$ cat config.mk
export PLATFORM = sky130hd
export DESIGN_NAME = melody_sequencer_flat
export DESIGN_NICKNAME = d
export VERILOG_FILES = /design/src/rtl/melody_rom_if.sv /design/src/rtl/melody_sequencer.sv /design/src/flat_wrapper.sv
export SDC_FILE = /design/constraint.sdc
export NUM_CORES = 1
export LEC_CHECK = 0
export CAP_MARGIN = 20
export CELL_PAD_IN_SITES_DETAIL_PLACEMENT = 0
export CELL_PAD_IN_SITES_GLOBAL_PLACEMENT = 1
export CORE_MARGIN = 4
export CORE_UTILIZATION = 45
export DETAILED_ROUTE_END_ITERATION = 10
export DONT_BUFFER_PORTS = 1
export GPL_ROUTABILITY_DRIVEN = 0
export PLACE_DENSITY_LB_ADDON = 0.3
export SETUP_SLACK_MARGIN = 0.15
export SYNTH_ARGS = -nofsm -noshare
export SYNTH_HDL_FRONTEND = slang
export SYNTH_SLANG_ARGS = --single-unit
$ cat constraint.sdc
create_clock -name clk -period 3.9 [get_ports clk]
set_input_delay 0.78 -clock clk [delete_from_list [all_inputs] [get_ports clk]]
set_output_delay 0.78 -clock clk [all_outputs]
set_load 0.01 [all_outputs]
$ cat src/rtl/melody_rom_if.sv
// Song ROM bus: {song, position} address out, 10-bit note word back
// one clock later.
interface melody_rom_if #(
  parameter int AW = 9
) ();
  logic [AW-1:0] rom_addr;
  logic [9:0]    rom_data;

  modport master (output rom_addr, input rom_data);
  modport slave  (input rom_addr, output rom_data);
endinterface

$ cat src/rtl/melody_sequencer.sv
// Song sequencer: fetches note words from ROM, times each note,
// drives a buzzer note code plus LEDs, with pause/loop/speed/song select.
module melody_sequencer #(
  parameter int unsigned TICKS_PER_UNIT = 10000000,
  parameter int          SONG_W         = 3,
  parameter int          NUM_SONGS      = 6,
  parameter int          ADDR_W         = 6,
  parameter int unsigned GAP_TICKS      = 0
) (
  input  logic              clk,
  input  logic              reset,
  input  logic              play,
  input  logic              song_next,
  input  logic              song_prev,
  input  logic              speed_up,
  input  logic              speed_down,
  input  logic              loop_en,
  melody_rom_if.master      rom,
  output logic [3:0]        note_out,
  output logic [1:0]        octave_out,
  output logic [6:0]        led_out,
  output logic [SONG_W-1:0] song_idx,
  output logic [1:0]        speed_idx,
  output logic              busy,
  output logic              done
);

  typedef enum logic [2:0] {
    IDLE, FETCH, LOAD, PLAY, GAP
  } state_e;

  localparam logic [SONG_W-1:0] LAST_SONG = SONG_W'(NUM_SONGS - 1);
  localparam logic [31:0] TICKS_W = 32'(TICKS_PER_UNIT);
  localparam logic [31:0] GAP_W   = 32'(GAP_TICKS);
  localparam bit          HAS_GAP = (GAP_TICKS != 0);

  state_e              state_q, state_d;
  logic [ADDR_W-1:0]   pos_q, pos_d;
  logic [31:0]         cnt_q, cnt_d;
  logic [SONG_W-1:0]   song_q, song_d;
  logic [1:0]          speed_q, speed_d;
  logic [3:0]          note_q, note_d;
  logic [1:0]          oct_q, oct_d;
  logic [6:0]          led_q, led_d;
  logic [4:0]          in_q, in_d1_q, edge_w;
  logic                armed_q;

  logic                run, play_edge;
  logic                nxt, prv, song_chg, spd_up, spd_dn;
  logic [3:0]          rnote;
  logic [4:0]          dur1, half, eff;
  logic [31:0]         ticks;

  // Play only counts as started once it has been seen low after reset.
  assign edge_w    = in_q & ~in_d1_q;
  assign run       = in_q[0];
  assign play_edge = edge_w[0] & armed_q;
  assign nxt       = edge_w[1] & ~edge_w[2];
  assign prv       = edge_w[2] & ~edge_w[1];
  assign song_chg  = nxt | prv;
  assign spd_up    = edge_w[3] & ~edge_w[4];
  assign spd_dn    = edge_w[4] & ~edge_w[3];

  assign rnote = rom.rom_data[3:0];
  assign dur1  = (rom.rom_data[7:4] == 4'd0) ? 5'd1
                                             : {1'b0, rom.rom_data[7:4]};
  assign half  = dur1 >> 1;

  always_comb begin
    eff = dur1;
    unique case (speed_q)
      2'd0:    eff = dur1 << 1;
      2'd2:    eff = (half == 5'd0) ? 5'd1 : half;
      default: eff = dur1;
    endcase
  end

  assign ticks = 32'(eff) * TICKS_W;

  always_comb begin
    song_d = song_q;
    if (nxt)
      song_d = (song_q == LAST_SONG) ? '0 : song_q + 1'b1;
    else if (prv)
      song_d = (song_q == '0) ? LAST_SONG : song_q - 1'b1;
    speed_d = speed_q;
    if (spd_up && speed_q != 2'd2)
      speed_d = speed_q + 2'd1;
    else if (spd_dn && speed_q != 2'd0)
      speed_d = speed_q - 2'd1;
  end

  always_comb begin
    state_d = state_q;
    pos_d   = pos_q;
    cnt_d   = cnt_q;
    note_d  = note_q;
    oct_d   = oct_q;
    led_d   = led_q;
    done    = 1'b0;
    if (song_chg && state_q != IDLE) begin
      state_d = FETCH;
      pos_d   = '0;
      cnt_d   = '0;
    end else begin
      unique case (state_q)
        IDLE: begin
          if (play_edge) begin
            state_d = FETCH;
            pos_d   = '0;
          end
        end
        FETCH: state_d = LOAD;
        LOAD: begin
          if (rnote == 4'hF) begin
            done    = 1'b1;
            state_d = loop_en ? FETCH : IDLE;
            if (loop_en) pos_d = '0;
          end else begin
            note_d  = rnote;
            oct_d   = rom.rom_data[9:8];
            led_d   = '0;
            if (rnote != 4'd0 && rnote <= 4'd7)
              led_d[rnote[2:0] - 3'd1] = 1'b1;
            cnt_d   = ticks;
            state_d = PLAY;
          end
        end
        PLAY: begin
          if (run) begin
            if (cnt_q <= 32'd1) begin
              if (HAS_GAP) begin
                state_d = GAP;
                cnt_d   = GAP_W;
              end else begin
                state_d = FETCH;
                pos_d   = pos_q + 1'b1;
                cnt_d   = '0;
              end
            end else begin
              cnt_d = cnt_q - 32'd1;
            end
          end
        end
        GAP: begin
          if (run) begin
            if (cnt_q <= 32'd1) begin
              state_d = FETCH;
              pos_d   = pos_q + 1'b1;
              cnt_d   = '0;
            end else begin
              cnt_d = cnt_q - 32'd1;
            end
          end
        end
        default: state_d = IDLE;
      endcase
    end
  end

  always_ff @(posedge clk or negedge reset) begin
    if (!reset) begin
      state_q <= IDLE;
      pos_q   <= '0;
      cnt_q   <= '0;
      song_q  <= '0;
      speed_q <= 2'd1;
      note_q  <= '0;
      oct_q   <= '0;
      led_q   <= '0;
      in_q    <= '0;
      in_d1_q <= '0;
      armed_q <= 1'b0;
    end else begin
      state_q <= state_d;
      pos_q   <= pos_d;
      cnt_q   <= cnt_d;
      song_q  <= song_d;
      speed_q <= speed_d;
      note_q  <= note_d;
      oct_q   <= oct_d;
      led_q   <= led_d;
      in_q    <= {speed_down, speed_up, song_prev, song_next, play};
      in_d1_q <= in_q;
      armed_q <= armed_q | ~play;
    end
  end

  assign rom.rom_addr = {song_q, pos_q};
  assign note_out     = (state_q == PLAY && run) ? note_q : 4'd0;
  assign octave_out   = oct_q;
  assign led_out      = led_q;
  assign song_idx     = song_q;
  assign speed_idx    = speed_q;
  assign busy         = (state_q != IDLE);

endmodule

$ cat src/flat_wrapper.sv
// flat-port wrapper written by rule: the top's interface ports become plain ports
module melody_sequencer_flat 
#(
  parameter int unsigned TICKS_PER_UNIT = 10000000,
  parameter int          SONG_W         = 3,
  parameter int          NUM_SONGS      = 6,
  parameter int          ADDR_W         = 6,
  parameter int unsigned GAP_TICKS      = 0
)
  (clk, reset, play, song_next, song_prev, speed_up, speed_down, loop_en, note_out, octave_out, led_out, song_idx, speed_idx, busy, done, rom_rom_addr, rom_rom_data);
  melody_rom_if #(.AW((3) + (6))) rom_i ();
  input  logic clk;
  input  logic reset;
  input  logic play;
  input  logic song_next;
  input  logic song_prev;
  input  logic speed_up;
  input  logic speed_down;
  input  logic loop_en;
  output logic [3:0] note_out;
  output logic [1:0] octave_out;
  output logic [6:0] led_out;
  output logic [SONG_W-1:0] song_idx;
  output logic [1:0] speed_idx;
  output logic busy;
  output logic done;
  output wire logic [$bits(rom_i.rom_addr)-1:0] rom_rom_addr;
  input wire logic [$bits(rom_i.rom_data)-1:0] rom_rom_data;
  assign rom_rom_addr = rom_i.rom_addr;
  assign rom_i.rom_data = rom_rom_data;
  melody_sequencer #(.TICKS_PER_UNIT(TICKS_PER_UNIT), .SONG_W(SONG_W), .NUM_SONGS(NUM_SONGS), .ADDR_W(ADDR_W), .GAP_TICKS(GAP_TICKS)) u_core (.clk(clk), .reset(reset), .play(play), .song_next(song_next), .song_prev(song_prev), .speed_up(speed_up), .speed_down(speed_down), .loop_en(loop_en), .rom(rom_i), .note_out(note_out), .octave_out(octave_out), .led_out(led_out), .song_idx(song_idx), .speed_idx(speed_idx), .busy(busy), .done(done));
endmodule
Word-level counts from Yosys, hierarchy flattened
Index checks and enable logic that the tools add are counted.

Flip-flop bits (word level): 70. Word-level logic and storage cells: 111.

$add $sub $neg: 7. Multiply operators: 1. Order comparisons: 4. Eq/ne operators: 14. Multiplexer cells: 35. Bitwise gates (word level): 16. Reductions and logical operators: 23.

Operator list (number): $mux 32 (4); $pmux 32 s2 (1); $mux 6 (6); $le 32x1->1 const B (1); $sub 32x1->32 const B (1); $mux 3 (9); $mul 5x17->22 const B (1); $pmux 6 s3 (1); $mux 4 (3); $ne 3x1->1 const B (4); $pmux 3 s4 (1); $pmux 5 s2 (1); $reduce_and 3->1 (3); $reduce_bool 4->1 (2); $mux 7 (1); $not 1->1 (7); $add 6x1->6 const B (1); $eq 3x2->1 const B (2); $eq 3x3->1 const B (2); $logic_and 1x1->1 (6); $logic_not 3->1 (2); $ne 3x2->1 const B (2); $reduce_and 6->1 (1); $reduce_bool 2->1 (3); 23 further kinds (35).

Logic depth before layout (Yosys ltp)
Gate-level depths: netlist of run 1.

Depth in word-level cells: 9. Gate-level depth with buffers: 16. Depth with buffers taken out: 15.

Worst setup path before layout of run 1
OpenSTA, ideal clock, no wires.

Kind: input to register. Start point: input port rom_rom_data[5]. End point: register u_core.cnt_q[26]. Data arrival time: 4.416 ns. Setup slack: -0.650 ns. Stages on the path: 14. Path buffers: 0. Cells stage by stage: nor3_1 > o31ai_1 > o21ai_0 > inv_1 > fa_1 > inv_1 > ha_1 > ha_1 > and3_1 > a221oi_1 > o2111ai_1 > o21ai_0 > mux2i_1 > nand4_1.

Longest elaborated chain between the ends: 9.

Ends and longest elaborated chain: start: declaration (line flat_wrapper.sv:28) `input wire logic [$bits(rom_i.rom_data)-1:0] rom_rom_data;`; $logic_not 4->1 (line melody_sequencer.sv:65) `assign dur1 = (rom.rom_data[7:4] == 4'd0) ? 5'd1`; $mux 4 * (line melody_sequencer.sv:65); $logic_not 5->1 (line melody_sequencer.sv:73) `2'd2: eff = (half == 5'd0) ? 5'd1 : half;`; $mux 4 (line melody_sequencer.sv:73); $pmux 5 s2 * (line melody_sequencer.sv:71) `unique case (speed_q)`; $mul 5x17->22 * (line melody_sequencer.sv:78) `assign ticks = 32'(eff) * TICKS_W;`; $mux 32 * (line melody_sequencer.sv:115) `if (rnote == 4'hF) begin`; $pmux 32 s2 * (line melody_sequencer.sv:106) `unique case (state_q)`; $mux 32 * (line melody_sequencer.sv:101) `if (song_chg && state_q != IDLE) begin`; end signal: assignment (line melody_sequencer.sv:177) `cnt_q <= cnt_d;`; end: declaration (line melody_sequencer.sv:39) `logic [31:0] cnt_q, cnt_d;`.

Mark *: on every way between the ends. The rest lies on a longest branch, timed or not. The select of a mux whose other input is x is not followed. A chain may end at the register's enable or synchronous reset.

Worst setup path in the final report of run 1
Start point: register u_core.speed_q[0] (netlist: u_core.speed_idx[0]). End point: register u_core.cnt_q[27].

Longest elaborated chain between the ends: 6. Elaborated cells between the ends (all ways): 7.

Ends and longest elaborated chain: start: declaration (line melody_sequencer.sv:41) `logic [1:0] speed_q, speed_d;`; start signal: assignment (line melody_sequencer.sv:179) `speed_q <= speed_d;`; $eq 2x2->1 / $logic_not 2->1 (equally long branches) (line melody_sequencer.sv:71); $pmux 5 s2 * (line melody_sequencer.sv:71); $mul 5x17->22 * (line melody_sequencer.sv:78); $mux 32 * (line melody_sequencer.sv:115); $pmux 32 s2 * (line melody_sequencer.sv:106); $mux 32 * (line melody_sequencer.sv:101).

Marked as above.

==> results of run 1 <==
[state kept, by name, indices dropped and copies added (netlist names)]
signal / count
u_core.state_q: 2
u_core.in_q: 5
u_core.octave_out: 2
u_core.cnt_q: 32
u_core.speed_idx: 2
u_core.pos_q: 6
u_core.song_idx: 3
u_core.led_out: 7
u_core.note_q: 4
u_core.in_d1_q: 5
u_core.armed_q: 1
[layer usage]
layer  vias up  routed length, um  track usage [%]
met5         -                  0                0
met4         0                174            6.809
met3        12                640            4.704
met2        97               6415            34.47
met1      2127               6102            28.31
li1       2142                  -                -
[cells in the final DEF, fill, tap and decap left out, types with 6 or more instances in the layout]
cell type	netlist	layout
nand3_1	20	20
nor3_1	24	23
and3_1	7	6
nor2b_1	6	6
buf_4	4	33
xor2_1	10	10
clkbuf_16	0	9
a21oi_1	27	26
ha_1	51	42
o21ai_0	41	38
o31ai_1	8	6
ha_4	0	9
xnor2_1	10	10
nor4_1	10	10
a31oi_1	8	8
inv_1	31	26
dfrtp_1	68	67
nand2b_1	6	6
nand2_1	51	51
a21o_1	7	7
nor2_1	49	48
[layout make-up]
type                       instances  share of cell area, %
sequential                        69                  28.96
multi-input combinational        446                  55.68
tap                              140                  2.934
clock buffer                      11                  4.065
clock inverter                     5                  1.802
inverter                          32                  2.033
timing repair buffer              35                  4.526
[stage by stage]
step / cell area (um2) / TNS, ns / total power, mW / setup WS [ns] / hold WS (ns)
2_1_floorplan: 5181 / 0 / 3.470 / 0.02245 / 0.3465
3_3_place_gp: 5465 / -0.03175 / 4.297 / -0.01918 / 0.3538
3_5_place_dp: 5473 / -0.2822 / 4.371 / -0.1076 / 0.3711
4_1_cts: 5824 / 0 / 5.359 / 0.1510 / 0.1329
5_1_grt: 5971 / 0 / 5.988 / 0.04595 / 0.1196
6_report: 5971 / 0 / 5.540 / 0.2509 / 0.1416
[Yosys cell counts (all sizes together), types with 10 or more instances]
| cell | count | area share, % |
|---|---|---|
| a21oi | 27 | 2.7 |
| buf | 11 | 1.4 |
| clkbuf | 14 | 1.0 |
| dfrtp | 68 | 34 |
| ha | 51 | 13 |
| inv | 31 | 2.3 |
| nand2 | 51 | 3.8 |
| nand3 | 20 | 2.0 |
| nor2 | 49 | 3.6 |
| nor3 | 26 | 2.8 |
| nor4 | 14 | 2.6 |
| o21ai | 45 | 4.4 |
| xnor2 | 10 | 1.7 |
| xor2 | 10 | 1.7 |
[power breakdown]
group          total, mW  leakage, nW  switching (mW)  internal (mW)
logic               3.42         1.61            2.03           1.39
registers           1.16        0.896           0.244          0.916
clock network      0.959        0.170           0.314          0.645
[worst max-delay path: stages, from the launching register on]
cell,delay [ns]
dfstp_2,0.57
nor2_4,0.04
a22oi_2,0.25
inv_2,0.09
ha_4,0.27
inv_1,0.04
fa_1,0.48
inv_2,0.05
ha_4,0.16
ha_4,0.23
a21o_1,0.19
a31o_2,0.23
o21a_4,0.22
o31ai_4,0.23
mux2i_1,0.10
or3_1,0.35
[cells by family (layout without fill, tap and decap cells)]
family,count (synthesis),in the layout,share of synthesized area [%]
adder cells (fa/ha/maj),56,56,14.36
XOR/XNOR,20,20,3.455
flip-flops,69,69,34.08
buffers and inverters,57,83,4.812
AO/OA/AOI/OAI,151,151,19.72
multiplexers,10,10,2.098
AND/OR/NAND/NOR,209,209,21.47
[worst max path at each step]
stage	startpoint	depth (start not counted)	to
2_1_floorplan	rom_rom_data[7]	14	u_core.cnt_q[23]
3_3_place_gp	rom_rom_data[7]	13	u_core.cnt_q[23]
3_5_place_dp	rom_rom_data[5]	13	u_core.cnt_q[26]
4_1_cts	u_core.speed_idx[0]	15	u_core.cnt_q[26]
5_1_grt	u_core.speed_idx[0]	16	u_core.cnt_q[26]
6_report	u_core.speed_idx[0]	15	u_core.cnt_q[27]
[repair_timing]
item                                    CTS  global route
pin swaps                                 4            15
resized for setup                         1            23
setup buffers                             0             3
hold buffers                              0             0
endpoints found under the setup margin    4            11
==> results.ini, run 1 <==
[outcome]
outcome = complete, no violations

[worst_setup_path]
reg2reg_depth = 15
start_kind = flip-flop
critPathArrivalTime_ns = 3.85
critPathKind = reg -> reg
path_max_fanout = 5
r2r_slack_ns = 0.25
crit-reg2reg-launch = u_core.speed_idx[0]
required_ns = 4.11
r2r_end = u_core.cnt_q[27]
end_kind = flip-flop

[power]
p_leak_nw = 2.671
irDropWorstVdd_mv = 0.5114
powerDensity_nw_per_um2 = 927.8

[route]
vias = 4378
drc_errors = 0
dr.pass1.iters = 4
drt_iter0_markers = 348
wire_per_inst_um = 18.07
ant_nets = 0
wl_mm = 13.33
vias_per_cell = 5.932

[layout]
final_cells = 738
drive_above_1_share_pct = 17.06
register_area_um2 = 1729
num_antenna_cells = 0
multi_input_area_um2 = 3324
final_core_util_pct = 54.60
nNetsFinal = 666
syn_to_final_growth_pct = 17.77
nFillCells = 1039

[die]
initial_core_util_pct = 46.36
dieArea_um2 = 13030
die_h_um = 114.1
ios = 47
rows = 38
core_area_um2 = 10940
die_w_um = 114.1

[sta]
setup_violations = 0
hold_viol = 0
worst_pin_slew_ns = 0.7349
max_freq_ghz = 0.2740
slew_viol_final = 0
slew_headroom_pct = 50.83
rsz0062_at_grt = true
period_share_pct = 93.57
skew_ns = 0.005967
fin_crit_ns = 3.649

[logic_synthesis]
synth_edf_count = 0
synth_cell_types = 64
netlist_area_um2 = 5070
ys_warn_count = 0
ys.flop_type = dfrtp_1
synthCells = 572
yosysSeqAreaShare_pct = 34.08
synthArstFlopShare_pct = 100.0
syn_avg_cell_area_um2 = 8.863
ys_ff_latch = 69
synth_nets = 645

[placed_design]
port_buffers = 0
dp_hpwl_mm = 9.792
dpl.cell_count = 719

[global_routing]
grt_pass1_vias = 4407
grtUsageTotal_pct = 21.24
grt_start_max_net_pins = 70
grt_pass1_wl_mm = 22.34
grt_overflow = 0
antenna_found_initial = 0

[cts]
cts.sinks = 69
cts_buffers = 9
ctsLongestPathBuffers = 2
htree_levels = 3
cts.clk_slew.worst_paths_ns = 0.06
clkLatencyLatePin_ns = 0.33
cts_tree = built
clockRootBuffer = clkbuf_16

[hold_path]
hold_path_class = in -> async

[run]
max-cap-violations = 0

No activity file was read; power rests on OpenSTA's default activity.
==> inputs of run 2 (changes only) <==
--- a/config.mk
+++ b/config.mk
@@ -13,6 +13,7 @@
 export DETAILED_ROUTE_END_ITERATION = 10
 export DONT_BUFFER_PORTS = 1
 export GPL_ROUTABILITY_DRIVEN = 0
+export GPL_TIMING_DRIVEN = 1
 export PLACE_DENSITY_LB_ADDON = 0.3
 export SETUP_SLACK_MARGIN = 0.15
 export SYNTH_ARGS = -nofsm -noshare
==> results of run 2 <==
No change in the layout: final DEF, timing and power equal those of run 1.
